$ cat config.mk
export PLATFORM = sky130hd
export DESIGN_NAME = rvvi_depacketizer_flat
export DESIGN_NICKNAME = d
export VERILOG_FILES = /design/src/rtl/rvvi_depacketizer_pkg.sv /design/src/rtl/rvvi_depacketizer_if.sv /design/src/rtl/rvvi_hdrcheck.sv /design/src/rtl/rvvi_depacketizer.sv /design/src/flat_wrapper.sv
export SDC_FILE = /design/constraint.sdc
export NUM_CORES = 2
export LEC_CHECK = 0
export ABC_AREA = 1
export BUFFER_PORTS_ARGS = -buffer_cell sky130_fd_sc_hd__buf_2
export CAP_MARGIN = 40
export CORE_ASPECT_RATIO = 0.5
export CORE_MARGIN = 2
export CORE_UTILIZATION = 35
export CTS_CLUSTER_SIZE = 12
export DETAILED_ROUTE_END_ITERATION = 6
export GPL_TIMING_DRIVEN = 0
export PLACE_DENSITY_LB_ADDON = 0.08
export SLEW_MARGIN = 20
export SYNTH_ARGS = -nofsm -noshare
export SYNTH_HDL_FRONTEND = slang
export SYNTH_SLANG_ARGS = --single-unit
export TNS_END_PERCENT = 10
$ cat constraint.sdc
create_clock -name s_axi_aclk -period 2.9 [get_ports s_axi_aclk]
set_input_delay 0.435 -clock s_axi_aclk [delete_from_list [all_inputs] [get_ports s_axi_aclk]]
set_output_delay 0.435 -clock s_axi_aclk [all_outputs]
set_load 0.005 [all_outputs]
$ cat src/rtl/rvvi_depacketizer_pkg.sv
// Shared RVVI framing constants, core-config stub and record-width helpers
// imported by the packetizer, trigger generator and depacketizer.
package rvvi_depacketizer_pkg;

  typedef struct packed {
    int unsigned XLEN;
  } cvw_t;

  localparam cvw_t        DEFAULT_CVW      = '{XLEN: 32'd64};
  localparam logic [47:0] DEFAULT_DST_MAC  = 48'h8F54_0000_1654;
  localparam logic [47:0] DEFAULT_SRC_MAC  = 48'h4502_1111_6843;
  localparam logic [15:0] DEFAULT_ETH_TYPE = 16'h005C;
  localparam int unsigned HDR_WORDS        = 32'd4;
  localparam int unsigned HDR_BITS         = 32'd112;

  typedef enum logic [1:0] {
    HDR     = 2'd0,
    PAYLOAD = 2'd1,
    HOLD    = 2'd2,
    DROP    = 2'd3
  } depktState_t;

  function automatic int unsigned rvviWidth(input cvw_t cfg, input int unsigned maxCsrs);
    return 32'd72 + 32'd5 * cfg.XLEN + maxCsrs * (cfg.XLEN + 32'd16);
  endfunction

  // Beats per frame: Ethernet header plus record, rounded up to whole words
  function automatic int unsigned rvviWords(input int unsigned recWidth);
    return (HDR_BITS + recWidth + 32'd31) / 32'd32;
  endfunction

  function automatic logic [15:0] satInc16(input logic [15:0] value);
    return (value == 16'hFFFF) ? value : value + 16'd1;
  endfunction

endpackage

$ cat src/rtl/rvvi_depacketizer_if.sv
// 32-bit AXI-Stream receive channel carrying RVVI Ethernet payload beats.
interface rvvi_depacketizer_if;

  logic [31:0] RvviAxiRdata;
  logic [3:0]  RvviAxiRstrb;
  logic        RvviAxiRlast;
  logic        RvviAxiRvalid;
  logic        RvviAxiRready;

  modport master (
    output RvviAxiRdata, RvviAxiRstrb, RvviAxiRlast, RvviAxiRvalid,
    input  RvviAxiRready
  );

  modport slave (
    input  RvviAxiRdata, RvviAxiRstrb, RvviAxiRlast, RvviAxiRvalid,
    output RvviAxiRready
  );

endinterface

$ cat src/rtl/rvvi_hdrcheck.sv
// Combinational header-word comparator: matches one of the four header words
// against the expected destination MAC, source MAC and EtherType.
module rvvi_hdrcheck
  import rvvi_depacketizer_pkg::*;
#(
  parameter logic [47:0] EXP_DST_MAC  = DEFAULT_DST_MAC,
  parameter logic [47:0] EXP_SRC_MAC  = DEFAULT_SRC_MAC,
  parameter logic [15:0] EXP_ETH_TYPE = DEFAULT_ETH_TYPE
) (
  input  logic [1:0]  wordIdx,
  input  logic [31:0] wordData,
  output logic        hdrMatch
);

  // Word 3 only carries EtherType in its low half; the upper half is record data
  always_comb begin
    hdrMatch = 1'b0;
    case (wordIdx)
      2'd0:    hdrMatch = (wordData == EXP_DST_MAC[31:0]);
      2'd1:    hdrMatch = (wordData == {EXP_SRC_MAC[15:0], EXP_DST_MAC[47:32]});
      2'd2:    hdrMatch = (wordData == EXP_SRC_MAC[47:16]);
      2'd3:    hdrMatch = (wordData[15:0] == EXP_ETH_TYPE);
      default: hdrMatch = 1'b0;
    endcase
  end

endmodule

$ cat src/rtl/rvvi_depacketizer.sv
// Receive-side RVVI depacketizer: validates the Ethernet header of each
// AXI-Stream frame and reassembles one RVVI record per frame for a consumer.
module rvvi_depacketizer
  import rvvi_depacketizer_pkg::*;
#(
  parameter cvw_t        P            = DEFAULT_CVW,
  parameter int unsigned MAX_CSRS     = 32'd5,
  parameter int unsigned RVVI_WIDTH   = rvviWidth(P, MAX_CSRS),
  parameter logic [47:0] EXP_DST_MAC  = DEFAULT_DST_MAC,
  parameter logic [47:0] EXP_SRC_MAC  = DEFAULT_SRC_MAC,
  parameter logic [15:0] EXP_ETH_TYPE = DEFAULT_ETH_TYPE
) (
  input  logic                  s_axi_aclk,
  input  logic                  s_axi_aresetn,
  rvvi_depacketizer_if.slave    rvviAxi,
  output logic [RVVI_WIDTH-1:0] RvviOut,
  output logic                  RvviOutValid,
  input  logic                  RvviOutReady,
  output logic [15:0]           FrameGoodCnt,
  output logic [15:0]           FrameDropCnt,
  output logic                  ShortFrame
);

  localparam int unsigned NWORDS = rvviWords(RVVI_WIDTH);
  localparam int unsigned CNT_W  = $clog2(NWORDS + 32'd1);
  localparam int unsigned IDX_W  = $clog2(RVVI_WIDTH + 32'd32);

  depktState_t           state_r, state_s;
  logic [CNT_W-1:0]      wordCnt_r, wordCnt_s;
  logic [RVVI_WIDTH-1:0] record_r, record_s;
  logic [RVVI_WIDTH+31:0] recWide_s;
  logic [IDX_W-1:0]      baseBit_s;
  logic [31:0]           beatData_s;
  logic                  beatFire_s, hdrMatch_s, lastWord_s;
  logic                  axiReady_r, outValid_r, shortFrame_r, shortFrame_s;
  logic                  goodInc_s, dropInc_s;
  logic [15:0]           goodCnt_r, dropCnt_r;

  rvvi_hdrcheck #(
    .EXP_DST_MAC  (EXP_DST_MAC),
    .EXP_SRC_MAC  (EXP_SRC_MAC),
    .EXP_ETH_TYPE (EXP_ETH_TYPE)
  ) u_hdrcheck (
    .wordIdx  (wordCnt_r[1:0]),
    .wordData (rvviAxi.RvviAxiRdata),
    .hdrMatch (hdrMatch_s)
  );

  assign beatFire_s = rvviAxi.RvviAxiRvalid & axiReady_r;
  assign lastWord_s = (wordCnt_r == CNT_W'(NWORDS - 32'd1));
  assign beatData_s = rvviAxi.RvviAxiRdata & {{8{rvviAxi.RvviAxiRstrb[3]}}, {8{rvviAxi.RvviAxiRstrb[2]}},
                                              {8{rvviAxi.RvviAxiRstrb[1]}}, {8{rvviAxi.RvviAxiRstrb[0]}}};
  // Payload beat k lands at record bit 16+32*(k-4); the 32 spare bits absorb the clipped tail
  assign baseBit_s  = IDX_W'(32'd16 + 32'd32 * (32'(wordCnt_r) - HDR_WORDS));

  // Next-state, record update and counter-strobe decode
  always_comb begin
    state_s      = state_r;
    wordCnt_s    = wordCnt_r;
    record_s     = record_r;
    shortFrame_s = shortFrame_r;
    goodInc_s    = 1'b0;
    dropInc_s    = 1'b0;
    recWide_s    = {32'b0, record_r};
    recWide_s[baseBit_s +: 32] = beatData_s;
    case (state_r)
      HDR: begin
        if (beatFire_s) begin
          if (!hdrMatch_s || rvviAxi.RvviAxiRlast) begin
            dropInc_s = 1'b1;
            wordCnt_s = '0;
            state_s   = rvviAxi.RvviAxiRlast ? HDR : DROP;
          end else if (wordCnt_r == CNT_W'(HDR_WORDS - 32'd1)) begin
            record_s       = '0;
            record_s[15:0] = beatData_s[31:16];
            wordCnt_s      = wordCnt_r + CNT_W'(1);
            state_s        = PAYLOAD;
          end else begin
            wordCnt_s = wordCnt_r + CNT_W'(1);
          end
        end else begin
          state_s = HDR;
        end
      end
      PAYLOAD: begin
        if (beatFire_s) begin
          record_s = recWide_s[RVVI_WIDTH-1:0];
          if (rvviAxi.RvviAxiRlast) begin
            shortFrame_s = !lastWord_s;
            wordCnt_s    = '0;
            state_s      = HOLD;
          end else if (lastWord_s) begin
            dropInc_s = 1'b1;
            wordCnt_s = '0;
            state_s   = DROP;
          end else begin
            wordCnt_s = wordCnt_r + CNT_W'(1);
          end
        end else begin
          state_s = PAYLOAD;
        end
      end
      HOLD: begin
        if (RvviOutReady) begin
          goodInc_s = 1'b1;
          state_s   = HDR;
        end else begin
          state_s = HOLD;
        end
      end
      DROP: begin
        if (beatFire_s && rvviAxi.RvviAxiRlast) begin
          state_s = HDR;
        end else begin
          state_s = DROP;
        end
      end
      default: begin
        state_s   = HDR;
        wordCnt_s = '0;
      end
    endcase
  end

  // State, record, handshake and statistics registers
  always_ff @(posedge s_axi_aclk or negedge s_axi_aresetn) begin
    if (!s_axi_aresetn) begin
      state_r      <= HDR;
      wordCnt_r    <= '0;
      record_r     <= '0;
      shortFrame_r <= 1'b0;
      axiReady_r   <= 1'b0;
      outValid_r   <= 1'b0;
      goodCnt_r    <= 16'd0;
      dropCnt_r    <= 16'd0;
    end else begin
      state_r      <= state_s;
      wordCnt_r    <= wordCnt_s;
      record_r     <= record_s;
      shortFrame_r <= shortFrame_s;
      axiReady_r   <= (state_s != HOLD);
      outValid_r   <= (state_s == HOLD);
      goodCnt_r    <= goodInc_s ? satInc16(goodCnt_r) : goodCnt_r;
      dropCnt_r    <= dropInc_s ? satInc16(dropCnt_r) : dropCnt_r;
    end
  end

  assign rvviAxi.RvviAxiRready = axiReady_r;
  assign RvviOut               = record_r;
  assign RvviOutValid          = outValid_r;
  assign FrameGoodCnt          = goodCnt_r;
  assign FrameDropCnt          = dropCnt_r;
  assign ShortFrame            = shortFrame_r;

endmodule

$ cat src/flat_wrapper.sv
// flat-port wrapper written by rule: the top's interface ports become plain ports
module rvvi_depacketizer_flat import rvvi_depacketizer_pkg::*;
#(
  parameter cvw_t        P            = DEFAULT_CVW,
  parameter int unsigned MAX_CSRS     = 32'd5,
  parameter int unsigned RVVI_WIDTH   = rvviWidth(P, MAX_CSRS),
  parameter logic [47:0] EXP_DST_MAC  = DEFAULT_DST_MAC,
  parameter logic [47:0] EXP_SRC_MAC  = DEFAULT_SRC_MAC,
  parameter logic [15:0] EXP_ETH_TYPE = DEFAULT_ETH_TYPE
)
  (s_axi_aclk, s_axi_aresetn, RvviOut, RvviOutValid, RvviOutReady, FrameGoodCnt, FrameDropCnt, ShortFrame, rvviAxi_RvviAxiRdata, rvviAxi_RvviAxiRstrb, rvviAxi_RvviAxiRlast, rvviAxi_RvviAxiRvalid, rvviAxi_RvviAxiRready);
  rvvi_depacketizer_if rvviAxi_i ();
  input  logic s_axi_aclk;
  input  logic s_axi_aresetn;
  output logic [RVVI_WIDTH-1:0] RvviOut;
  output logic RvviOutValid;
  input  logic RvviOutReady;
  output logic [15:0] FrameGoodCnt;
  output logic [15:0] FrameDropCnt;
  output logic ShortFrame;
  input wire logic [$bits(rvviAxi_i.RvviAxiRdata)-1:0] rvviAxi_RvviAxiRdata;
  input wire logic [$bits(rvviAxi_i.RvviAxiRstrb)-1:0] rvviAxi_RvviAxiRstrb;
  input wire logic [$bits(rvviAxi_i.RvviAxiRlast)-1:0] rvviAxi_RvviAxiRlast;
  input wire logic [$bits(rvviAxi_i.RvviAxiRvalid)-1:0] rvviAxi_RvviAxiRvalid;
  output wire logic [$bits(rvviAxi_i.RvviAxiRready)-1:0] rvviAxi_RvviAxiRready;
  assign rvviAxi_i.RvviAxiRdata = rvviAxi_RvviAxiRdata;
  assign rvviAxi_i.RvviAxiRstrb = rvviAxi_RvviAxiRstrb;
  assign rvviAxi_i.RvviAxiRlast = rvviAxi_RvviAxiRlast;
  assign rvviAxi_i.RvviAxiRvalid = rvviAxi_RvviAxiRvalid;
  assign rvviAxi_RvviAxiRready = rvviAxi_i.RvviAxiRready;
  rvvi_depacketizer #(.P(P), .MAX_CSRS(MAX_CSRS), .RVVI_WIDTH(RVVI_WIDTH), .EXP_DST_MAC(EXP_DST_MAC), .EXP_SRC_MAC(EXP_SRC_MAC), .EXP_ETH_TYPE(EXP_ETH_TYPE)) u_core (.s_axi_aclk(s_axi_aclk), .s_axi_aresetn(s_axi_aresetn), .rvviAxi(rvviAxi_i), .RvviOut(RvviOut), .RvviOutValid(RvviOutValid), .RvviOutReady(RvviOutReady), .FrameGoodCnt(FrameGoodCnt), .FrameDropCnt(FrameDropCnt), .ShortFrame(ShortFrame));
endmodule
==> impl_metrics.csv <==
group,metric,value,unit
run_status,status,"complete, but fails checks",
run_status,failed_checks,"negative setup slack",
clock_tree,h-tree-depth,3,
clock_tree,clkLatencyLatePin,0.70,ns
pwr,p_total,33.6,mW
floorplanning,die_w,476,um
floorplanning,die_h,240,um
setup_path,crit_fanout,11,
cells_and_area,drive_gt1_share,26.2,%
setup_path,startpoint,"u_core.state_r[1]",
setup_path,worstReg2RegEnd,"u_core.RvviOut[629]",
cells_and_area,seqCellArea,0.0209,mm2
pwr,ir_worst_vdd,463,uV
logic_synthesis,avgSynthCellArea,8.55,um2
clock_tree,cts.sinks,834,
setup_path,cp-end-kind,"register",
clock_tree,clockRootBuffer,"clkbuf_16",
detailed_routing,firstDrtPassIters,6,
timing,final.setup.tns,-0.197,ns
grt,grt_pass1_vias,36174,
logic_synthesis,synth_edf_count,0,
logic_synthesis,synthCells,4556,
cells_and_area,multiInputGateArea,0.0154,mm2
timing,period_needed,2.95,ns
timing,setup_slack,-0.0526,ns
setup_path,cp_data_required_time,3.53,ns
setup_path,arrival,3.58,ns
detailed_routing,vias,38997,
timing,grt_setup_unrepaired,"yes",
logic_synthesis,synth_nets,4610,
clock_tree,cts.path.max_buffers,3,
detailed_routing,drc,0,
timing,finalSetupViolations,7,
setup_path,crit_path_frequent_cell,"clkbuf_1",
logic_synthesis,netlist_area,0.0390,mm2
floorplanning,io_pins,868,
timing,drv_slew,0,
logic_synthesis,synthFlopType,"dfrtp_1",
grt,grt.met1_usage,43.9,%
logic_synthesis,yosysWarnings,0,
setup_path,crit_path_start_kind,"register",
setup_path,path_cells,"buf_2 > nor2_2 > clkbuf_1 > clkbuf_2 > clkbuf_1 > nand4_1 > nand2_1",
clock_tree,path_clk_slew,0.07,ns
cells_and_area,final_common_cell,"nand2_1",
cells_and_area,final_nets,5641,
cells_and_area,nFillCells,11212,
floorplanning,rows,86,
timing,clock_skew,0.0229,ns
setup_path,cpPeakStageDelay,0.69,ns
cells_and_area,final_area,0.0497,mm2
clock_tree,cts_buffers,84,
logic_synthesis,async_flop_share,100,%
detailed_routing,drt-wirelength-per-cell,26.6,um
logic_synthesis,yosys.cell_types.count,34,
placed_design,pre_cts_ws,-2.24,ns
setup_path,r2r_start,"u_core.state_r[1]",
pwr,p_leak,28.3,nW
grt,use_met2,50.1,%
min_path,min_from,"rvviAxi_RvviAxiRlast",
setup_path,reg2regPathDepth,7,
min_path,hold_depth,4,
min_path,hp-class,"in -> reg",
placed_design,dpl_cell_area,0.0455,mm2
setup_path,slowest_stage,"clkbuf_1",
placed_design,hpwl,148,mm
job,drv_cap,0,
floorplanning,die-area,0.114,mm2
cells_and_area,layout_common_cells,"nand2_1 (1,732), buf_2 (883), dfrtp_1 (833)",
clock_tree,cts_tree,"built",
placed_design,place_congestion,0.995,
timing,slew_headroom,42.0,%
detailed_routing,via_per_inst,5.46,
grt,global_route.usage.total,32.3,%
floorplanning,core,0.110,mm2
placed_design,port-buffer-count,864,
setup_path,regToRegSetupSlack,-0.05,ns
timing,fmax,339,MHz
detailed_routing,ant_nets,0,
logic_synthesis,ys_seq_area_share,53.6,%
timing,hold_viol,0,
cells_and_area,syn_to_final_growth,27.7,%
timing,finalCritPeriodShare,102,%
setup_path,critical_path_class,"reg -> reg",
min_path,whs_endpoint,"u_core.state_r[0]",
grt,antenna_found_initial,16,
grt,grt_max_degree,135,
detailed_routing,totalWireLength,190,mm
cells_and_area,utilization,45.1,%
grt,grt.met3_usage,7.29,%
grt,grt_pass1_wl,265,mm
grt,grt_overflow,0,
timing,worstMarginPinSlew,0.869,ns
detailed_routing,drt-initial-drc-count,4341,
logic_synthesis,ys_ff_latch,834,
floorplanning,start_util,35.3,%
grt,grt_busiest_layer,"met2",
pwr,power_density,676,mW/mm2
## per-stage QoR
| stage | instances | hold slack, ns |
|---|---|---|
| after floorplan | 4556 | 0.139 |
| after global placement | 6916 | 0.451 |
| after detailed placement | 6935 | 0.395 |
| after CTS | 7112 | 0.119 |
| after global routing | 7135 | 0.164 |
| final | 7141 | 0.164 |
## synthesized netlist by cell type (2+ instances only)
| cell | instances | area share [%] |
|---|---|---|
| inv_2 | 3 | 0.029 |
| o21ai_0 | 14 | 0.18 |
| inv_1 | 115 | 1.1 |
| xor2_1 | 14 | 0.31 |
| a21oi_1 | 2 | 0.026 |
| ha_1 | 13 | 0.42 |
| buf_4 | 8 | 0.15 |
| nand3_1 | 72 | 0.92 |
| nor4_1 | 2 | 0.032 |
| nor3_1 | 66 | 0.85 |
| dfrtp_1 | 834 | 54 |
| nand2_2 | 4 | 0.064 |
| clkbuf_1 | 213 | 2.1 |
| clkbuf_8 | 62 | 2.2 |
| nor2_2 | 5 | 0.080 |
| buf_1 | 8 | 0.077 |
| buf_2 | 16 | 0.21 |
| nor2_1 | 358 | 3.4 |
| xnor2_1 | 10 | 0.22 |
| nand2_1 | 1808 | 17 |
| buf_6 | 84 | 2.4 |
| nand3_4 | 20 | 0.90 |
| nand4_1 | 814 | 13 |
## what timing repair did
action,in CTS,in global routing
pin swaps,13,7
gates resized for setup,218,183
gates cloned,13,3
endpoints found under the setup margin,817,812
hold buffers,1,0
setup buffers,38,12
hold endpoints to repair,74,0
## per-layer routing
metal  vias up  routed length (um)
met4         0                7850
met3       314               16600
met1     19665               78700
met5         -                   0
li1      17327                   -
met2      1691               86700
## critical path, delay by kind of cell (launching register included)
kind | cells | cell delay [ns]
buffers and inverters | 4 | 1.88
DFF | 1 | 0.35
and+or+nand+nor | 3 | 0.57
## worst max-delay path by stage
stage | end | slack [ns] | cells past startpoint
final | u_core.RvviOut[629] | -0.05 | 7
after global routing | u_core.RvviOut[621] | -0.10 | 20
after CTS | u_core.RvviOut[413] | -0.07 | 21
after detailed placement | u_core.RvviOut[621] | -2.24 | 14
after global placement | u_core.RvviOut[585] | -17.43 | 1
after floorplan | u_core.RvviOut[508] | -0.04 | 13
## flip-flops by register name, summed over array words and instances, names as in the netlist
name and flops:
u_core.FrameDropCnt 16, u_core.wordCnt_r 5, u_core.state_r 2, u_core.rvviAxi.RvviAxiRready 1, u_core.RvviOutValid 1, u_core.RvviOut 792, u_core.FrameGoodCnt 16, u_core.ShortFrame 1
## cell type report
class	instances	area share [%]
Sequential cell	834	42.0
Clock inverter	12	0.186
Timing Repair Buffer	951	11.0
Clock buffer	115	4.83
Inverter	119	0.948
Antenna cell	17	0.0855
Tap cell	1496	3.76
Multi-Input combinational cell	3211	30.9
Buffer	386	6.33
## kinds of logic after synthesis
group | share of synthesized area (%)
fa+ha+maj | 0.417
simple gates | 36.9
compound gates | 0.228
flops | 53.6
xor+xnor | 0.539
mux | 0.0257
buf+inv | 8.29
## report_power, final
group / switching (mW) / total (mW) / internal (mW)
clock network: 4.87 / 10.6 / 5.73
registers: 0.174 / 12.0 / 11.9
logic: 7.70 / 11.0 / 3.27
total: 12.7 / 33.6 / 20.9
Note: power is estimated with default switching activity, not from simulation.
